### src/rtl/uart_rx_if.sv
// Receive-side bundle: the serial line in, the parallel word and its status strobes out.
interface uart_rx_if #(
  parameter int DATA_WIDTH = 8
);
  logic                  line;
  logic [DATA_WIDTH-1:0] received_data;
  logic                  valid;
  logic                  frame_error;
  logic                  parity_error;
  logic                  busy;

  modport master (
    output line,
    input  received_data, valid, frame_error, parity_error, busy
  );

  modport slave (
    input  line,
    output received_data, valid, frame_error, parity_error, busy
  );
endinterface

### src/rtl/uart_rx.sv
// Oversampling UART receiver: start-bit validation, centre sampling, frame-error reporting.
// Define UART_RX_PARITY_EN to expect an even-parity bit between the data and the stop bit.
module uart_rx #(
  parameter int CLK_FREQ   = 50000000,
  parameter int BAUDRATE   = 9600,
  parameter int DATA_WIDTH = 8,
  parameter int OVERSAMPLE = 16
) (
  input logic      clk,
  input logic      reset,
  uart_rx_if.slave bus
);

  localparam int DIV_RAW = CLK_FREQ / (BAUDRATE * OVERSAMPLE);
  localparam int DIV     = (DIV_RAW < 1) ? 1 : DIV_RAW;
  localparam int DIV_W   = (DIV > 1) ? $clog2(DIV) : 1;
  localparam int SMP_W   = $clog2(OVERSAMPLE);
  localparam int IDX_W   = $clog2(DATA_WIDTH + 1);

  localparam logic [DIV_W-1:0] DIV_LAST = DIV_W'(DIV - 1);
  localparam logic [SMP_W-1:0] SMP_HALF = SMP_W'(OVERSAMPLE / 2 - 1);
  localparam logic [SMP_W-1:0] SMP_LAST = SMP_W'(OVERSAMPLE - 1);
  localparam logic [IDX_W-1:0] IDX_LAST = IDX_W'(DATA_WIDTH - 1);

`ifdef UART_RX_PARITY_EN
  typedef enum logic [2:0] {IDLE, START, DATA, PARITY, STOP, BREAK} state_e;
`else
  typedef enum logic [2:0] {IDLE, START, DATA, STOP, BREAK} state_e;
`endif

  state_e                state_q, state_d;
  logic                  sync1_q, sync2_q;
  logic [1:0]            fill_q;
  logic                  armed_q, armed_d;
  logic [DIV_W-1:0]      divCnt_q, divCnt_d;
  logic [SMP_W-1:0]      smpCnt_q, smpCnt_d;
  logic [IDX_W-1:0]      bitIdx_q, bitIdx_d;
  logic [DATA_WIDTH-1:0] shift_q, shift_d;
  logic [DATA_WIDTH-1:0] data_q, data_d;
  logic                  valid_q, valid_d;
  logic                  frameErr_q, frameErr_d;
  logic                  rx, tick, startDet, halfDone, bitDone;
`ifdef UART_RX_PARITY_EN
  logic                  parBad_q, parBad_d;
  logic                  parityErr_q, parityErr_d;
`endif

  // fill_q marks when sync2_q holds a real line sample rather than its reset value,
  // so a line held low through reset cannot look like an idle-high line.
  always_ff @(posedge clk or posedge reset) begin
    if (reset) begin
      sync1_q     <= 1'b1;
      sync2_q     <= 1'b1;
      fill_q      <= '0;
      armed_q     <= 1'b0;
      divCnt_q    <= '0;
      state_q     <= IDLE;
      smpCnt_q    <= '0;
      bitIdx_q    <= '0;
      shift_q     <= '0;
      data_q      <= '0;
      valid_q     <= 1'b0;
      frameErr_q  <= 1'b0;
`ifdef UART_RX_PARITY_EN
      parBad_q    <= 1'b0;
      parityErr_q <= 1'b0;
`endif
    end else begin
      sync1_q     <= bus.line;
      sync2_q     <= sync1_q;
      fill_q      <= {fill_q[0], 1'b1};
      armed_q     <= armed_d;
      divCnt_q    <= divCnt_d;
      state_q     <= state_d;
      smpCnt_q    <= smpCnt_d;
      bitIdx_q    <= bitIdx_d;
      shift_q     <= shift_d;
      data_q      <= data_d;
      valid_q     <= valid_d;
      frameErr_q  <= frameErr_d;
`ifdef UART_RX_PARITY_EN
      parBad_q    <= parBad_d;
      parityErr_q <= parityErr_d;
`endif
    end
  end

  always_comb begin
    rx         = sync2_q;
    tick       = (divCnt_q == DIV_LAST);
    startDet   = (state_q == IDLE) && armed_q && !rx;
    halfDone   = tick && (smpCnt_q == SMP_HALF);
    bitDone    = tick && (smpCnt_q == SMP_LAST);
    armed_d    = armed_q | (fill_q[1] & rx);
    divCnt_d   = (startDet || tick) ? '0 : divCnt_q + DIV_W'(1);
    state_d    = state_q;
    smpCnt_d   = tick ? smpCnt_q + SMP_W'(1) : smpCnt_q;
    bitIdx_d   = bitIdx_q;
    shift_d    = shift_q;
    data_d     = data_q;
    valid_d    = 1'b0;
    frameErr_d = 1'b0;
`ifdef UART_RX_PARITY_EN
    parBad_d    = parBad_q;
    parityErr_d = 1'b0;
`endif

    case (state_q)
      IDLE: begin
        smpCnt_d = '0;
        if (startDet) state_d = START;
      end
      START: begin
        if (halfDone) begin
          smpCnt_d = '0;
          bitIdx_d = '0;
          state_d  = rx ? IDLE : DATA;
        end
      end
      // Bits arrive LSB first, so shifting in from the top leaves bit 0 at the bottom.
      DATA: begin
        if (bitDone) begin
          smpCnt_d = '0;
          shift_d  = {rx, shift_q[DATA_WIDTH-1:1]};
          bitIdx_d = bitIdx_q + IDX_W'(1);
          if (bitIdx_q == IDX_LAST) begin
`ifdef UART_RX_PARITY_EN
            state_d = PARITY;
`else
            state_d = STOP;
`endif
          end
        end
      end
`ifdef UART_RX_PARITY_EN
      PARITY: begin
        if (bitDone) begin
          smpCnt_d = '0;
          parBad_d = rx ^ (^shift_q);
          state_d  = STOP;
        end
      end
`endif
      STOP: begin
        if (bitDone) begin
          smpCnt_d = '0;
          if (rx) begin
            data_d  = shift_q;
            valid_d = 1'b1;
`ifdef UART_RX_PARITY_EN
            parityErr_d = parBad_q;
`endif
            state_d = IDLE;
          end else begin
            frameErr_d = 1'b1;
            state_d    = BREAK;
          end
        end
      end
      BREAK: begin
        if (rx) state_d = IDLE;
      end
      default: state_d = IDLE;
    endcase
  end

  assign bus.received_data = data_q;
  assign bus.valid         = valid_q;
  assign bus.frame_error   = frameErr_q;
  assign bus.busy          = (state_q != IDLE);
`ifdef UART_RX_PARITY_EN
  assign bus.parity_error  = parityErr_q;
`else
  assign bus.parity_error  = 1'b0;
`endif

endmodule
### src/flat_wrapper.sv
// flat-port wrapper written by rule: the top's interface ports become plain ports
module uart_rx_flat 
#(
  parameter int CLK_FREQ   = 50000000,
  parameter int BAUDRATE   = 9600,
  parameter int DATA_WIDTH = 8,
  parameter int OVERSAMPLE = 16
)
  (clk, reset, bus_line, bus_received_data, bus_valid, bus_frame_error, bus_parity_error, bus_busy);
  uart_rx_if #(.DATA_WIDTH(DATA_WIDTH)) bus_i ();
  input logic clk;
  input logic reset;
  input wire logic [$bits(bus_i.line)-1:0] bus_line;
  output wire logic [$bits(bus_i.received_data)-1:0] bus_received_data;
  output wire logic [$bits(bus_i.valid)-1:0] bus_valid;
  output wire logic [$bits(bus_i.frame_error)-1:0] bus_frame_error;
  output wire logic [$bits(bus_i.parity_error)-1:0] bus_parity_error;
  output wire logic [$bits(bus_i.busy)-1:0] bus_busy;
  assign bus_i.line = bus_line;
  assign bus_received_data = bus_i.received_data;
  assign bus_valid = bus_i.valid;
  assign bus_frame_error = bus_i.frame_error;
  assign bus_parity_error = bus_i.parity_error;
  assign bus_busy = bus_i.busy;
  uart_rx #(.CLK_FREQ(CLK_FREQ), .BAUDRATE(BAUDRATE), .DATA_WIDTH(DATA_WIDTH), .OVERSAMPLE(OVERSAMPLE)) u_core (.clk(clk), .reset(reset), .bus(bus_i));
endmodule
### config.mk
export PLATFORM = sky130hd
export DESIGN_NAME = uart_rx_flat
export DESIGN_NICKNAME = d
export VERILOG_FILES = /design/src/rtl/uart_rx_if.sv /design/src/rtl/uart_rx.sv /design/src/flat_wrapper.sv
export SDC_FILE = /design/constraint.sdc
export NUM_CORES = 1
export LEC_CHECK = 0
export ABC_AREA = 1
export BUFFER_PORTS_ARGS = -buffer_cell sky130_fd_sc_hd__clkbuf_2
export CAP_MARGIN = 20
export CORE_MARGIN = 10
export CORE_UTILIZATION = 53
export DETAILED_ROUTE_END_ITERATION = 12
export PLACE_DENSITY_LB_ADDON = 0.1
export SLEW_MARGIN = 20
export SYNTH_ARGS = -nofsm -noshare
export SYNTH_HDL_FRONTEND = slang
export SYNTH_SLANG_ARGS = --single-unit
export TNS_END_PERCENT = 30
### constraint.sdc
create_clock -name clk -period 1.5 [get_ports clk]
set_clock_uncertainty 0.15 [all_clocks]
set_input_delay 0.3 -clock clk [delete_from_list [all_inputs] [get_ports clk]]
set_output_delay 0.3 -clock clk [all_outputs]
set_load 0.1 [all_outputs]
# Word-level counts from Yosys, hierarchy flattened
# Cells that the tools add are included.
[totals]
ff_bits = 43
latch_bits = 0
mem_bits_rw = 0
mem_bits_ro = 0
inputBits = 3
output_inout_bits = 12
wordCells = 68
memories = 0
[classes]
add_sub_neg = 3
n_mul = 0
div_mod_pow = 0
n_lt_le_gt_ge = 0
eq_ne = 14
shifts = 0
mux = 23
bitwise = 2
reduce_logical = 14
[ops]
columns = ["operator", "n"]
rows = [
  ["2-to-1 mux 3 bit", 7],
  ["2-to-1 mux 4 bit", 5],
  ["one-hot mux 3 bit (5 select lines)", 1],
  ["inequality test 2 x 1 -> 1 bit, second input constant", 6],
  ["one-hot mux 4 bit (3 select lines)", 1],
  ["adder 9 x 1 -> 9 bit, second input constant", 1],
  ["equality test 9 bit, second input constant", 1],
  ["2-to-1 mux 9 bit", 1],
  ["adder 4 x 1 -> 4 bit, second input constant", 2],
  ["equality test 4 x 3 -> 1 bit, second input constant", 2],
  ["one-hot mux 4 bit (2 select lines)", 1],
  ["equality test 3 x 2 -> 1 bit, second input constant", 2],
  ["2-to-1 mux 1 bit", 6],
  ["AND reduction 3 bit", 2],
  ["AND reduction 6 bit", 1],
  ["equality test 4 bit, second input constant", 1],
  ["logical AND 1 bit", 4],
  ["equality test 3 x 1 -> 1 bit, second input constant", 1],
  ["equality test 3 bit, second input constant", 1],
  ["logical NOT 3 bit", 1],
  ["nonzero test 3 bit", 1],
  ["2-to-1 mux 2 bit", 1],
  ["AND reduction 2 bit", 1],
  ["nonzero test 2 bit", 1],
  ["5 further kinds", 5],
]

# Depth between registers and ports, before layout
[depth]
word_depth = 5
ltp_mapped = 11

# Least setup slack after synthesis
# OpenSTA, ideal clock, no wires.
[synth_path]
path_type = "register to register"
startpoint = "register u_core.state_q[0]"
endpoint = "register u_core.divCnt_q[3]"
setup_time_ns = 0.135
t_arrival_ns = 1.474
path_slack_ns = -0.260
stages_incl_launch_ff = 5
n_path_buf = 0
synth_period_minus_slack_ns = 1.760
path_cell_list = "dfrtp_1 > nor3_1 > inv_1 > o21ai_2 > nor3b_1"
[synth_via]
elab_chain_len = 5
[synth_rtl]
columns = ["item", "line", "source"]
rows = [
  ["start, declared", "uart_rx.sv:31", "state_e state_q, state_d;"],
  ["start signal, assigned", "uart_rx.sv:74", "state_q <= state_d;"],
  ["logical NOT 3 bit", "uart_rx.sv:91", "startDet = (state_q == IDLE) && armed_q && !rx;"],
  ["logical AND 1 bit (2 in series)", "uart_rx.sv:91", ""],
  ["logical OR 1 bit", "uart_rx.sv:95", "divCnt_d = (startDet || tick) ? '0 : divCnt_q + DIV_W'(1);"],
  ["2-to-1 mux 9 bit", "uart_rx.sv:95", ""],
  ["named net u_core.divCnt_d[3]", "uart_rx.sv:35", "logic [DIV_W-1:0] divCnt_q, divCnt_d;"],
  ["end signal, assigned", "uart_rx.sv:73", "divCnt_q <= divCnt_d;"],
  ["end, declared", "uart_rx.sv:35", ""],
]
# The timed path passes the listed nets, and every way through them passes these cells.
# A chain may end at the register's enable or synchronous reset.

# Final worst setup path
[layout_path]
startpoint = "register u_core.divCnt_q[0]"
endpoint = "register u_core.shift_q[3]"
[layout_via]
elab_chain_len = 3
[layout_rtl]
columns = ["item", "line", "source"]
rows = [
  ["equality test 9 bit", "uart_rx.sv:90", "tick = (divCnt_q == DIV_LAST);"],
  ["logical AND 1 bit", "uart_rx.sv:93", "bitDone = tick && (smpCnt_q == SMP_LAST);"],
  ["AND reduction 2 bit (no source line)", "n/a", ""],
  ["end signal, assigned", "uart_rx.sv:77", "shift_q <= shift_d;"],
  ["end, declared", "uart_rx.sv:38", "logic [DATA_WIDTH-1:0] shift_q, shift_d;"],
]
# No other way between the ends.

==> results.txt <==
Status - finished with violations
Violations in the final reports - setup timing
Cell internal pwr - 2.00 mW
Initial core utilization - 0.551
Critical path origin - u_core.divCnt_q[0]$_DFF_PP0_
Commonest non-fill, non-tap cells in the layout - nand2_1, dfrtp_1, inv_1, buf_4, nor2_1
Final hold violations - 0
Clock buffer count from CTS - 5
Clock group share of total power - 0.237
#FFs+latches synth - 43
Clk root buf - clkbuf_8
Reg clk slew, reported paths - 0.08 ns
Wire per inst - 11.8 µm
Max Freq - 0.592 GHz
Non-filler cells, final - 327
Final nets - 285
Total of max-cap violations - 0
Gate power share - 0.311
Minimum clock period - 1.69 ns
FF-to-FF Start - u_core.divCnt_q[0]$_DFF_PP0_
Worst Path Required - 1.57 ns
CP Capture Type - register
Syn Nets - 238
Routability Congestion - 0.822
DR pass1 iterations - 4
TritonCTS clock tree - done
Worst Slack Setup Final - -0.189 ns
Drt drc - 0
Leakage - 1.39 nW
Finished Core Util - 0.734
Dpl hpwl - 2.78 mm
DR vias/cell - 4.83
CTS H-tree lvls - 2
R2R cell count - 9
Worst-case clock buffer depth - 2
Setup-failing EPs final - 28
Final Max Slew Viols - 0
GRT Overall Usage - 0.128
Die Ht - 81.9 µm
Critical Path AT - 1.76 ns
Setup Crit Path Kind - register to register
Sw Ratio - 0.325
Design Power - 2.96 mW
WL final - 3.86 mm
Clock sink count - 43
Class of the worst hold path - register to register
Distinct cells, synth - 29
IO Port Bufs - 13
Die Span X - 81.9 µm
# diodes - 0
Max VDD drop - 0.000736 V
Post-route ant nets - 0
Critical Path Slowest Stage Cell - dfrtp_1
Share of cells above drive strength 1 - 0.337
Most common cell after layout, fill and taps aside - nand2_1
Reg-to-reg critical path endpoint - u_core.shift_q[3]$_DFFE_PP0P_
R2r setup slk - -0.19 ns
# rows - 22
Avg Cell Area, Syn - 8.80 µm²
Largest net degree at the start of global routing - 44
Synthesized instance count - 231
Die Area - 0.00671 mm²
Worst-Skew Late Latency - 0.29 ns
DR vias - 1580
RSZ-0062 raised after global routing - yes
Sequential element share of the synthesized area - 0.531
Crit share post-route - 1.13
First-pass GRT wire length - 6.79 mm
Remaining global-route overflow - 0
Io pins - 15
Vias in the first global route - 1557
Crit path max fanout - 6
Sw power - 961 µW
Seq pwr share - 0.451
Critical path capture point - u_core.shift_q[3]$_DFFE_PP0P_
Setup crit start kind - register
Synthesis-to-layout area growth - 33.3%
Syn. warnings - 0
Worst-path cell chain - inv_1 -> ha_2 -> nand2_2 -> nor2_4 -> nand3_4 -> nor2_4 -> buf_6 -> nand2_2 -> o21ai_2
Pre-CTS setup slack - -0.127 ns
Inst Count DP - 314
Mapped Area - 0.00203 mm²
Power per Cell Area - 1090 mW/mm²
Initial antenna violation count - 0
Iteration-0 DRC Markers - 90
Core ar. - 0.00369 mm²
Largest stage delay, worst path - 0.39 ns
## stage by stage
| step | cell area, µm² | TNS (ns) | hold WS (ns) |
|---|---|---|---|
| 3_5_place_dp | 2500 | -2.61 | 0.183 |
| 5_1_grt | 2710 | -7.00 | 0.214 |
| 3_3_place_gp | 2500 | -1.86 | 0.183 |
| 6_report | 2710 | -3.38 | 0.202 |
| 4_1_cts | 2650 | -3.42 | 0.208 |
| 2_1_floorplan | 2040 | -2.23 | 0.154 |
## synth_stat cells (all sizes together)
cell	count	area share
nor3b	4	0.015
buf	4	0.017
xor2	2	0.0086
dfrtp	41	0.50
nand4	3	0.0092
dfstp	2	0.026
nor3	2	0.010
nand3	17	0.048
a21oi	2	0.0049
or2	1	0.0031
o21ai	15	0.052
nor2b	1	0.0031
nor2	23	0.056
nand2	73	0.14
conb	2	0.0037
a21o	1	0.0037
ha	4	0.025
o21bai	1	0.0037
xnor2	2	0.0086
inv	31	0.057
## final cells by class
class	count	area, µm²
multi-input cells	153	871
well taps	48	60.1
inverters	31	121
flip-flops and latches	43	1080
clock inverters	2	12.5
fillers	279	980
repair buffers	44	492
clock buffers	6	72.6
## how the worst min path moves through the flow
stage / startpoint / cells after the start / endpoint
6_report: u_core.fill_q[0]$_DFF_PP0_ / 0 / u_core.fill_q[1]$_DFF_PP0_
2_1_floorplan: bus_line / 0 / u_core.sync1_q$_DFF_PP1_
5_1_grt: u_core.fill_q[0]$_DFF_PP0_ / 0 / u_core.fill_q[1]$_DFF_PP0_
3_3_place_gp: reset / 3 / u_core.bus.received_data[3]$_DFFE_PP0P_
3_5_place_dp: reset / 3 / u_core.bus.received_data[5]$_DFFE_PP0P_
4_1_cts: u_core.fill_q[0]$_DFF_PP0_ / 0 / u_core.fill_q[1]$_DFF_PP0_
## sequential cells by signal (all words and copies together) (netlist names), 2 cells and up
register                  flops
u_core.divCnt_q               9
u_core.bus.received_data      8
u_core.shift_q                8
u_core.bitIdx_q               4
u_core.smpCnt_q               4
u_core.state_q                3
u_core.fill_q                 2
## metal layers
metal	global-route usage	routed length [µm]	share of wire	vias to the layer above
met5	0	0	0	-
met3	0.0328	170	0.044	5
met1	0.166	1880	0.49	737
met2	0.197	1750	0.45	33
met4	0.0578	55	0.014	0
li1	-	-	-	805
## timing repair
action	4_1_cts	5_1_grt
gates resized for setup	13	16
endpoints found under the hold margin	42	0
endpoints found under the setup margin	29	39
gates cloned	1	0
buffers inserted	1	1
pin swaps	2	3
hold buffers	2	0
## cells by family (layout without fill, tap and decap cells)
logic type      Yosys count  after routing  synth area share
compound gates           19             19            0.0640
xor+xnor                  4              4            0.0172
fa+ha+maj                 4              4            0.0246
buf+inv                  35             83            0.0739
flops                    43             43             0.531
other cells               2              2           0.00370
simple gates            124            124             0.286
## worst max-delay path, delay by kind of cell (launching register included)
kind,cells,cell delay [ns]
AOI/OAI and AO/OA,1,0.06
adders and majority gates,1,0.16
buffers and inverters,2,0.24
DFF,1,0.39
and+or+nand+nor,5,0.62
## power by group through the flow
stage / registers [mW] / logic, mW / clock network, mW
2_1_floorplan: 1.34 / 0.517 / 0
3_3_place_gp: 1.35 / 0.845 / 0
3_5_place_dp: 1.35 / 0.854 / 0
4_1_cts: 1.33 / 0.890 / 0.726
5_1_grt: 1.35 / 1.04 / 0.769
6_report: 1.33 / 0.921 / 0.702
Power figures use the tool's default switching activity.
